`src/rtl/serial_subtractor_4_bit_pkg.sv`:
```
// ============================================================================
// Module      : serial_subtractor_4_bit_pkg
// Description : Shared arithmetic types for the serial adder/subtractor family.
// Revision    : 1.0 - initial release
// ============================================================================
`default_nettype none

package serial_subtractor_4_bit_pkg;

    localparam int DEFAULT_WIDTH = 4;

    typedef enum logic [1:0] {
        ST_IDLE = 2'd0,
        ST_RUN  = 2'd1,
        ST_DONE = 2'd2
    } arith_state_t;

endpackage

`default_nettype wire

```
`src/rtl/serial_subtractor_4_bit_full_subtractor.sv`:
```
// ============================================================================
// Module      : serial_subtractor_4_bit_full_subtractor
// Description : Single-bit full subtractor cell, x - y - bin.
// Revision    : 1.0 - initial release
// ============================================================================
`default_nettype none

module serial_subtractor_4_bit_full_subtractor (
    input  logic x,
    input  logic y,
    input  logic bin,
    output logic d,
    output logic bout
);

    assign d    = x ^ y ^ bin;
    assign bout = (~x & y) | (bin & ~(x ^ y));

endmodule

`default_nettype wire

```
`src/rtl/serial_subtractor_4_bit.sv`:
```
// ============================================================================
// Module      : serial_subtractor_4_bit
// Description : Bit-serial subtractor, diff = a - b - borrowin, LSB first,
//               with valid/ready handshakes on both sides.
// Revision    : 1.0 - initial release
// ============================================================================
`default_nettype none

module serial_subtractor_4_bit
    import serial_subtractor_4_bit_pkg::*;
#(
    parameter int WIDTH = DEFAULT_WIDTH,
    parameter int CNT_W = $clog2(WIDTH) + 1
) (
    input  logic             clk,
    input  logic             rst_n,
    input  logic             in_valid,
    output logic             in_ready,
    input  logic [WIDTH-1:0] a,
    input  logic [WIDTH-1:0] b,
    input  logic             borrowin,
    output logic             out_valid,
    input  logic             out_ready,
    output logic [WIDTH-1:0] diff,
    output logic             borrowout
);

    localparam logic [CNT_W-1:0] C_LAST_CNT = CNT_W'(WIDTH - 1);

    arith_state_t     r_state;
    logic             r_in_ready;
    logic             r_out_valid;
    logic [WIDTH-1:0] r_a_sh;
    logic [WIDTH-1:0] r_b_sh;
    logic [WIDTH-1:0] r_diff;
    logic             r_borrow;
    logic             r_borrowout;
    logic [CNT_W-1:0] r_cnt;

    logic             w_d;
    logic             w_bout;

    // One cell, reused every RUN cycle on the current LSBs and the carried borrow.
    serial_subtractor_4_bit_full_subtractor u_cell (
        .x    (r_a_sh[0]),
        .y    (r_b_sh[0]),
        .bin  (r_borrow),
        .d    (w_d),
        .bout (w_bout)
    );

    always_ff @(posedge clk) begin
        if (!rst_n) begin
            r_state     <= ST_IDLE;
            r_in_ready  <= 1'b1;
            r_out_valid <= 1'b0;
            r_a_sh      <= '0;
            r_b_sh      <= '0;
            r_diff      <= '0;
            r_borrow    <= 1'b0;
            r_borrowout <= 1'b0;
            r_cnt       <= '0;
        end else begin
            case (r_state)
                ST_IDLE: begin
                    if (in_valid) begin
                        r_a_sh     <= a;
                        r_b_sh     <= b;
                        r_borrow   <= borrowin;
                        r_cnt      <= '0;
                        r_diff     <= '0;
                        r_in_ready <= 1'b0;
                        r_state    <= ST_RUN;
                    end
                end
                ST_RUN: begin
                    // Result bits enter at the MSB so the LSB lands at bit 0 last.
                    r_diff   <= {w_d, r_diff[WIDTH-1:1]};
                    r_a_sh   <= r_a_sh >> 1;
                    r_b_sh   <= r_b_sh >> 1;
                    r_borrow <= w_bout;
                    r_cnt    <= r_cnt + 1'b1;
                    if (r_cnt == C_LAST_CNT) begin
                        r_borrowout <= w_bout;
                        r_out_valid <= 1'b1;
                        r_state     <= ST_DONE;
                    end
                end
                ST_DONE: begin
                    if (out_ready) begin
                        r_out_valid <= 1'b0;
                        r_in_ready  <= 1'b1;
                        r_state     <= ST_IDLE;
                    end
                end
                default: begin
                    r_out_valid <= 1'b0;
                    r_in_ready  <= 1'b1;
                    r_state     <= ST_IDLE;
                end
            endcase
        end
    end

    assign in_ready  = r_in_ready;
    assign out_valid = r_out_valid;
    assign diff      = r_diff;
    assign borrowout = r_borrowout;

endmodule

`default_nettype wire

```
`config.mk`:
```
export PLATFORM = sky130hd
export DESIGN_NAME = serial_subtractor_4_bit
export DESIGN_NICKNAME = d
export VERILOG_FILES = /design/src/rtl/serial_subtractor_4_bit_pkg.sv /design/src/rtl/serial_subtractor_4_bit_full_subtractor.sv /design/src/rtl/serial_subtractor_4_bit.sv
export SDC_FILE = /design/constraint.sdc
export NUM_CORES = 1
export LEC_CHECK = 0
export ABC_AREA = 1
export CORE_MARGIN = 5
export CORE_UTILIZATION = 53
export DETAILED_ROUTE_END_ITERATION = 16
export PLACE_DENSITY = 0.9
export SYNTH_ARGS = -nofsm -noshare
export SYNTH_HDL_FRONTEND = slang
export SYNTH_HIERARCHICAL = 1
export SYNTH_SLANG_ARGS = --single-unit
```
`constraint.sdc`:
```
create_clock -name clk -period 2.7 [get_ports clk]
set_clock_uncertainty 0.05 [all_clocks]
set_input_delay 0.54 -clock clk [delete_from_list [all_inputs] [get_ports clk]]
set_output_delay 0.54 -clock clk [all_outputs]
set_load 0.05 [all_outputs]
```
== Word level (Yosys, flattened, before mapping) ==
Index checks and enable logic that the tools add are counted.
Widths: inputs -> output; s select.
Cells by class
  equality and inequality tests: 6
  reduce and logical (&&, ||, !) cells: 7
  multiplexer cells: 20
  $add $sub $neg: 1
  bitwise gates (word level): 9
Operator list (number)
  $pmux 4 s2: 3
  $mux 4: 3
  $reduce_and 3->1: 3
  $mux 2: 3
  $ne 2x2->1 const B: 3
  $pmux 1 s3: 2
  $pmux 2 s3: 1
  $pmux 3 s2: 1
  $mux 1: 5
  $not 1->1: 4
  $reduce_and 2->1: 2
  $add 3x1->3 const B: 1
  $eq 3x2->1 const B: 1
  $mux 3: 1
  $and 1x1->1: 2
  $eq 2x1->1 const B: 1
  $eq 2x2->1 const B: 1
  $logic_not 2->1: 1
  $pmux 1 s2: 1
  $reduce_bool 2->1: 1
  $xor 1x1->1: 2
  $or 1x1->1: 1
Storage, ports and cells
  register bits after elaboration: 21
  output and inout bits: 7

== Longest topological paths before layout ==
Gate-level depths: netlist of the first run.
  depth after elaboration: 5
  mapped depth: 8
  depth with buffers taken out: 8

== Hierarchy ==
Netlist of the first run, hierarchy kept.
Modules (own cells, without submodules)
  serial_subtractor_4_bit: seq. area each 420.4 um^2, cells each 146, times used 1, area each 996.0 um^2
  serial_subtractor_4_bit_full_subtractor: seq. area each 0.0 um^2, cells each 4, times used 1, area each 31.3 um^2

== Worst setup path after synthesis of the first run ==
OpenSTA, ideal clock, no wires.
  path type: reg-to-output
  start point: register r_diff[1], in the netlist diff[1]
  end point: output port diff[1]
  cell stages (with the launch flop): 1
  path slack: 1.478 ns
  data required time: 2.110 ns
  data arrival time: 0.632 ns
  buffers on the path: 0
  cell sequence: dfxtp_1
RTL lines
  from (decl): RTL line serial_subtractor_4_bit.sv:35  | logic [WIDTH-1:0] r_diff;
  from (signal assigned): RTL line serial_subtractor_4_bit.sv:78  | r_diff <= {w_d, r_diff[WIDTH-1:1]};
  to (decl): RTL line serial_subtractor_4_bit.sv:24  | output logic [WIDTH-1:0] diff,
No word-level cell between the ends.

== Final worst setup path of the first run ==
  start point: register r_diff[1], in the netlist diff[1]
  end point: output port diff[1]
No word-level cell between the ends.

==> out/results.ini, run 1 <==
[outcome]
status=complete, no violations

[logic_synthesis]
syn_area_per_cell_um2=6.848
synthXorXnorAreaFrac_pct=0
synthAdderAreaFrac_pct=4.385
synth_nets=166
synth_seq_cells=21
synth_top_family_by_area=simple AND/OR/NAND/NOR gates
synth_top_area_share_pct=40.93
synth_mux_area_share_pct=0
synth_compound_area_share_pct=11.08
synth-simple-area-share_pct=28.99
ys_seq_area_share_pct=40.93
synthCells=150
yosysTopAreaCell=dfxtp_1
synth.area.top_cells=dfxtp_1 (41%), nand2_1 (16%), inv_1 (9.9%)
yosys_warnings=6
post_synth_num_cell_types=19
syn_area_um2=1027

[worst_setup_path]
worstPathMaxFanout=3
crit_chain=clkdlybuf4s50_1
crit_buf_inv=1
cp.arrival_ns=1.50
cpMaxStageDelayCell=clkdlybuf4s50_1
critPathLaunchType=flop
crit_path_max_incr_delay_ns=0.82
cp-end-kind=output pin
crit_type=flop to output pin
critPathTopFamily=buffers and inverters
required_ns=2.11

[finish]
nets=186
multi_input_area_um2=456.7
area_growth_pct=20.83
drive_gt1_share_pct=10.06
final_cells=196
final_common_cell=nand2_1
layout_common_cells=nand2_1 (45), inv_1 (27), dfxtp_1 (21), clkdlybuf4s50_1 (19), nor2_1 (17)
fillers=164
layout.core_utilization_pct=65.26
regArea_um2=420.4
diodes=0

[pwr]
power_density_nw_per_um2=489.0
peakVddDrop_mv=0.3057
finalPower_uw=607.0
p_leak_nw=0.5747

[sta]
finalHoldViolCount=0
slew_violations=0
rsz0062_at_grt=false
max-slew-margin-rel_pct=55.77
final.min_clock_period_ns=2.087
tns_ns=0
setup_violations=0
fmax_mhz=479.1
worst_slew_pin_slew_ns=0.6610
period_share_pct=77.31

[cts]
cts_tree=built
clk_pin_slew_ns=0.11
root_buffer=clkbuf_4
clk_latency_ns=0.30
cts_htree_levels=1
clock-sinks=21
cts_resized=0
cts.path.max_buffers=2
cts_hold_buf=0
postCtsSetupRepairBufs=0
cts_buffers=3

[floorplan]
die_area_um2=2919
rows=16
ios=20
core-area_um2=1902
initial_core_util_pct=54.01
die_w_um=54.03
dieHeight_um=54.03

[min_path]
worstHoldPathType=flop to flop

[global_routing]
grt_antenna_before_repair=0
overflow=0
track_usage_pct=15.82
grt_pass1_wl_mm=3.408
first_global_vias=872
grt_start_max_net_pins=25

[detailed_routing]
wl_per_cell_um=10.17
vias_per_cell=4.704
drc=0
vias=922
drtAntennaViolNets=0
routed_wl_mm=1.993
drt_iter0_drc=17
dr.pass1.iters=4

[placed_design]
post-dp-hpwl_mm=1.514
place.gp.congestion=0.8158
place_inst=192
port_buffers=19

[flow_run]
drv_cap=0

==> logic make-up after synthesis <==
| family | count (synthesis) |
|---|---|
| buffers and inverters | 34 |
| AO/OA/AOI/OAI | 19 |
| flip-flops | 21 |
| AND/OR/NAND/NOR | 73 |
| adder cells (fa/ha/maj) | 3 |
==> metal layers <==
layer	GRT usage (%)	vias to the layer above	wire length, um
met1	18.92	414	867
met3	3.324	4	87
met5	0	-	0
li1	-	482	-
met4	7.054	0	35
met2	27.02	22	1003
==> final cells by class <==
| class | count | area share (%) |
|---|---|---|
| Clock inverter | 1 | 0.4032 |
| Timing Repair Buffer | 19 | 15.32 |
| Inverter | 30 | 9.073 |
| Clock buffer | 3 | 1.815 |
| Multi-Input combinational cell | 95 | 36.79 |
| Tap cell | 27 | 2.722 |
| Sequential cell | 21 | 33.87 |
==> synthesized netlist by cell type, drive strengths merged <==
cell    instances
nand2          52
inv            29
dfxtp          21
nor2           18
a21oi          16
buf             3
nand3           3
o21ai           3
ha              2
clkbuf          1
clkinv          1
fa              1
==> power breakdown <==
part           leakage (nW)  switching [mW]  total [mW]  internal (mW)
Combinational         0.385          0.0672       0.116         0.0484
Sequential            0.172          0.0132       0.341          0.328
Clock                0.0177          0.0950       0.150         0.0553
Total                 0.575           0.175       0.607          0.432
==> sequential cells by signal, summed over array words and instances, names as in the netlist <==
register / cells
in_ready: 1
r_a_sh: 4
r_state: 2
borrowout: 1
r_cnt: 3
r_b_sh: 4
r_borrow: 1
out_valid: 1
diff: 4
==> stage by stage <==
| stage | hold WS, ns | setup WS [ns] | instance area [um^2] |
|---|---|---|---|
| floorplan | 0.3945 | 1.478 | 1027 |
| global placement | 0.3820 | 0.7029 | 1214 |
| detailed placement | 0.3990 | 0.6579 | 1214 |
| CTS | 0.4200 | 0.5935 | 1241 |
| global route | 0.4453 | 0.5495 | 1241 |
| finish | 0.4114 | 0.6126 | 1241 |
==> final timing paths <==
check,depth (start not counted),to,slack (ns),from
max,1,diff[1],0.61,diff[1]$_SDFFE_PN0P_
min,2,in_ready$_SDFFE_PN1P_,0.41,in_ready$_SDFFE_PN1P_
max reg2reg,4,r_b_sh[0]$_SDFFE_PN0P_,1.15,r_state[0]$_SDFFE_PN0P_
min reg2reg,2,in_ready$_SDFFE_PN1P_,0.41,in_ready$_SDFFE_PN1P_
Note: power is estimated with default switching activity, not from simulation.
==> run 2: changes to the inputs <==
--- a/config.mk
+++ b/config.mk
@@ -7,9 +7,9 @@
 export LEC_CHECK = 0
 export ABC_AREA = 1
 export CORE_MARGIN = 5
-export CORE_UTILIZATION = 53
+export CORE_UTILIZATION = 45
 export DETAILED_ROUTE_END_ITERATION = 16
-export PLACE_DENSITY = 0.9
+export PLACE_DENSITY = 0.83
 export SYNTH_ARGS = -nofsm -noshare
 export SYNTH_HDL_FRONTEND = slang
 export SYNTH_HIERARCHICAL = 1
==> constraint.sdc (replaced) <==
create_clock -name clk -period 1.86 [get_ports clk]
set_clock_uncertainty 0.05 [all_clocks]
set_input_delay 0.372 -clock clk [delete_from_list [all_inputs] [get_ports clk]]
set_output_delay 0.372 -clock clk [all_outputs]
set_load 0.05 [all_outputs]
==> out/results.ini, run 2 (synthesized netlist as in run 1, its figures left out) <==
[pwr]
finalPower_uw=881.2  ; +45%
p_leak_nw=0.5994  ; +4.3%
power_density_nw_per_um2=707.1  ; +45%
peakVddDrop_mv=0.4446  ; +45%

[floorplan]
initial_core_util_pct=46.89  ; -7.1 points
die_w_um=57.78  ; +7.0%
die_area_um2=3339  ; +14%
dieHeight_um=57.78  ; +7.0%
rows=17  ; +1
ios=20  ; unchanged
core-area_um2=2191  ; +15%

[worst_setup_path]
crit_type=flop to flop
cp.arrival_ns=1.55  ; +0.05 ns
cp-end-kind=flop
worstPathMaxFanout=13  ; +10
critPathLaunchType=flop
required_ns=2.02  ; -0.09 ns

[min_path]
worstHoldPathType=flop to flop

[sta]
setup_violations=0  ; unchanged
final.min_clock_period_ns=1.390
tns_ns=0  ; unchanged
finalHoldViolCount=0  ; unchanged
worst_slew_pin_slew_ns=0.5260  ; -0.1350 ns
max-slew-margin-rel_pct=64.89  ; +9.1 points
slew_violations=0  ; unchanged
fmax_mhz=719.5
period_share_pct=74.73
rsz0062_at_grt=false

[finish]
multi_input_area_um2=456.7  ; unchanged
fin_area_um2=1246  ; +0.40%
drive_gt1_share_pct=15.12  ; +5.1 points
diodes=0  ; unchanged
layout_common_cells=nand2_1 (45), inv_1 (27), dfxtp_1 (21), nor2_1 (17), a21oi_1 (14)
final_common_cell=nand2_1
area_growth_pct=21.32
fillers=206  ; +26%
layout.core_utilization_pct=56.88  ; -8.4 points
nets=189  ; +1.6%
regArea_um2=420.4  ; unchanged

[global_routing]
grt_antenna_before_repair=0  ; unchanged
first_global_vias=859  ; -1.5%
track_usage_pct=12.71  ; -3.1 points
grt_pass1_wl_mm=3.450  ; +1.2%
overflow=0  ; unchanged
grt_start_max_net_pins=14  ; -44%

[cts]
root_buffer=clkbuf_4
cts_tree=built
cts_hold_buf=0  ; unchanged
cts_resized=0  ; unchanged
cts_htree_levels=1  ; unchanged
cts.path.max_buffers=2  ; unchanged
clock-sinks=21  ; unchanged
cts_buffers=3  ; unchanged
clk_pin_slew_ns=0.11  ; about the same
clk_latency_ns=0.30  ; about the same
postCtsSetupRepairBufs=0  ; unchanged

[detailed_routing]
drc=0  ; unchanged
dr.pass1.iters=4  ; unchanged
drtAntennaViolNets=0  ; unchanged
routed_wl_mm=1.881  ; -5.6%
vias_per_cell=4.485  ; -4.7%
drt_iter0_drc=10  ; -7
route.met3.wl_um=75  ; -14%
wl_met1_um=881  ; +1.6%
wl_met2_um=896  ; -11%
top_signal_layer_used=met4
vias=897  ; -2.7%
wl_per_cell_um=9.405  ; -7.5%

[placed_design]
post-dp-hpwl_mm=1.426  ; -5.8%
placed_area_um2=1220  ; +0.52%
port_buffers=19  ; unchanged
place.gp.congestion=0.7872  ; -3.5%

[outcome]
status=complete, no violations

[flow_run]
drv_cap=0  ; unchanged

## run 2: changes by cell type in the layout (fill, tap and decap cells not counted), sizes merged
cell / change
buf: +10
clkinv: -1
clkbuf: +1
clkdlybuf4s50: -7
## run 2: area by class of cell
type / count / area share [%]
flip-flops and latches: 21 / 33.73
repair buffers: 22 / 15.66
well taps: 28 / 2.811
inverters: 30 / 9.036
multi-input cells: 95 / 36.65
clock buffers: 4 / 2.108
## run 2: stage by stage
step | instances | hold WS [ns] | worst slack, ns
2_1_floorplan | 150 | 0.3945 | 0.6856
3_5_place_dp | 196 | 0.3905 | 0.2576
4_1_cts | 200 | 0.4095 | 0.4576
6_report | 200 | 0.4064 | 0.4701
3_3_place_gp | 196 | 0.3837 | 0.3153
5_1_grt | 200 | 0.4475 | 0.2691
## run 2: where the power goes
| group | leakage (nW) | internal, mW | total [mW] | switching, mW |
|---|---|---|---|---|
| combinational | 0.412 | 0.0733 | 0.169 | 0.0959 |
| clock | 0.0150 | 0.0837 | 0.218 | 0.134 |
| sequential | 0.172 | 0.476 | 0.494 | 0.0186 |
## run 2: worst paths after layout
check / end / startpoint / cells past startpoint / slack (ns)
setup / recovery: borrowout$_SDFFE_PN0P_ / r_state[0]$_SDFFE_PN0P_ / 5 / 0.47
hold / removal: in_ready$_SDFFE_PN1P_ / in_ready$_SDFFE_PN1P_ / 2 / 0.41
setup reg to reg: borrowout$_SDFFE_PN0P_ / r_state[0]$_SDFFE_PN0P_ / 5 / 0.47
hold reg to reg: in_ready$_SDFFE_PN1P_ / in_ready$_SDFFE_PN1P_ / 2 / 0.41
## run 2: worst max-delay path: stages, from the launching register on
cell,delay (ns)
dfxtp_1,0.67
nand2_1,0.20
nor2_1,0.16
inv_1,0.08
nor2_1,0.09
nor2_1,0.05
## run 2: layer usage
layer | global-route usage [%] | vias up
li1 | - | 489
met1 | 16.82 | 392
met2 | 20.32 | 12
met3 | 3.118 | 4
met4 | 3.974 | 0
met5 | 0 | -
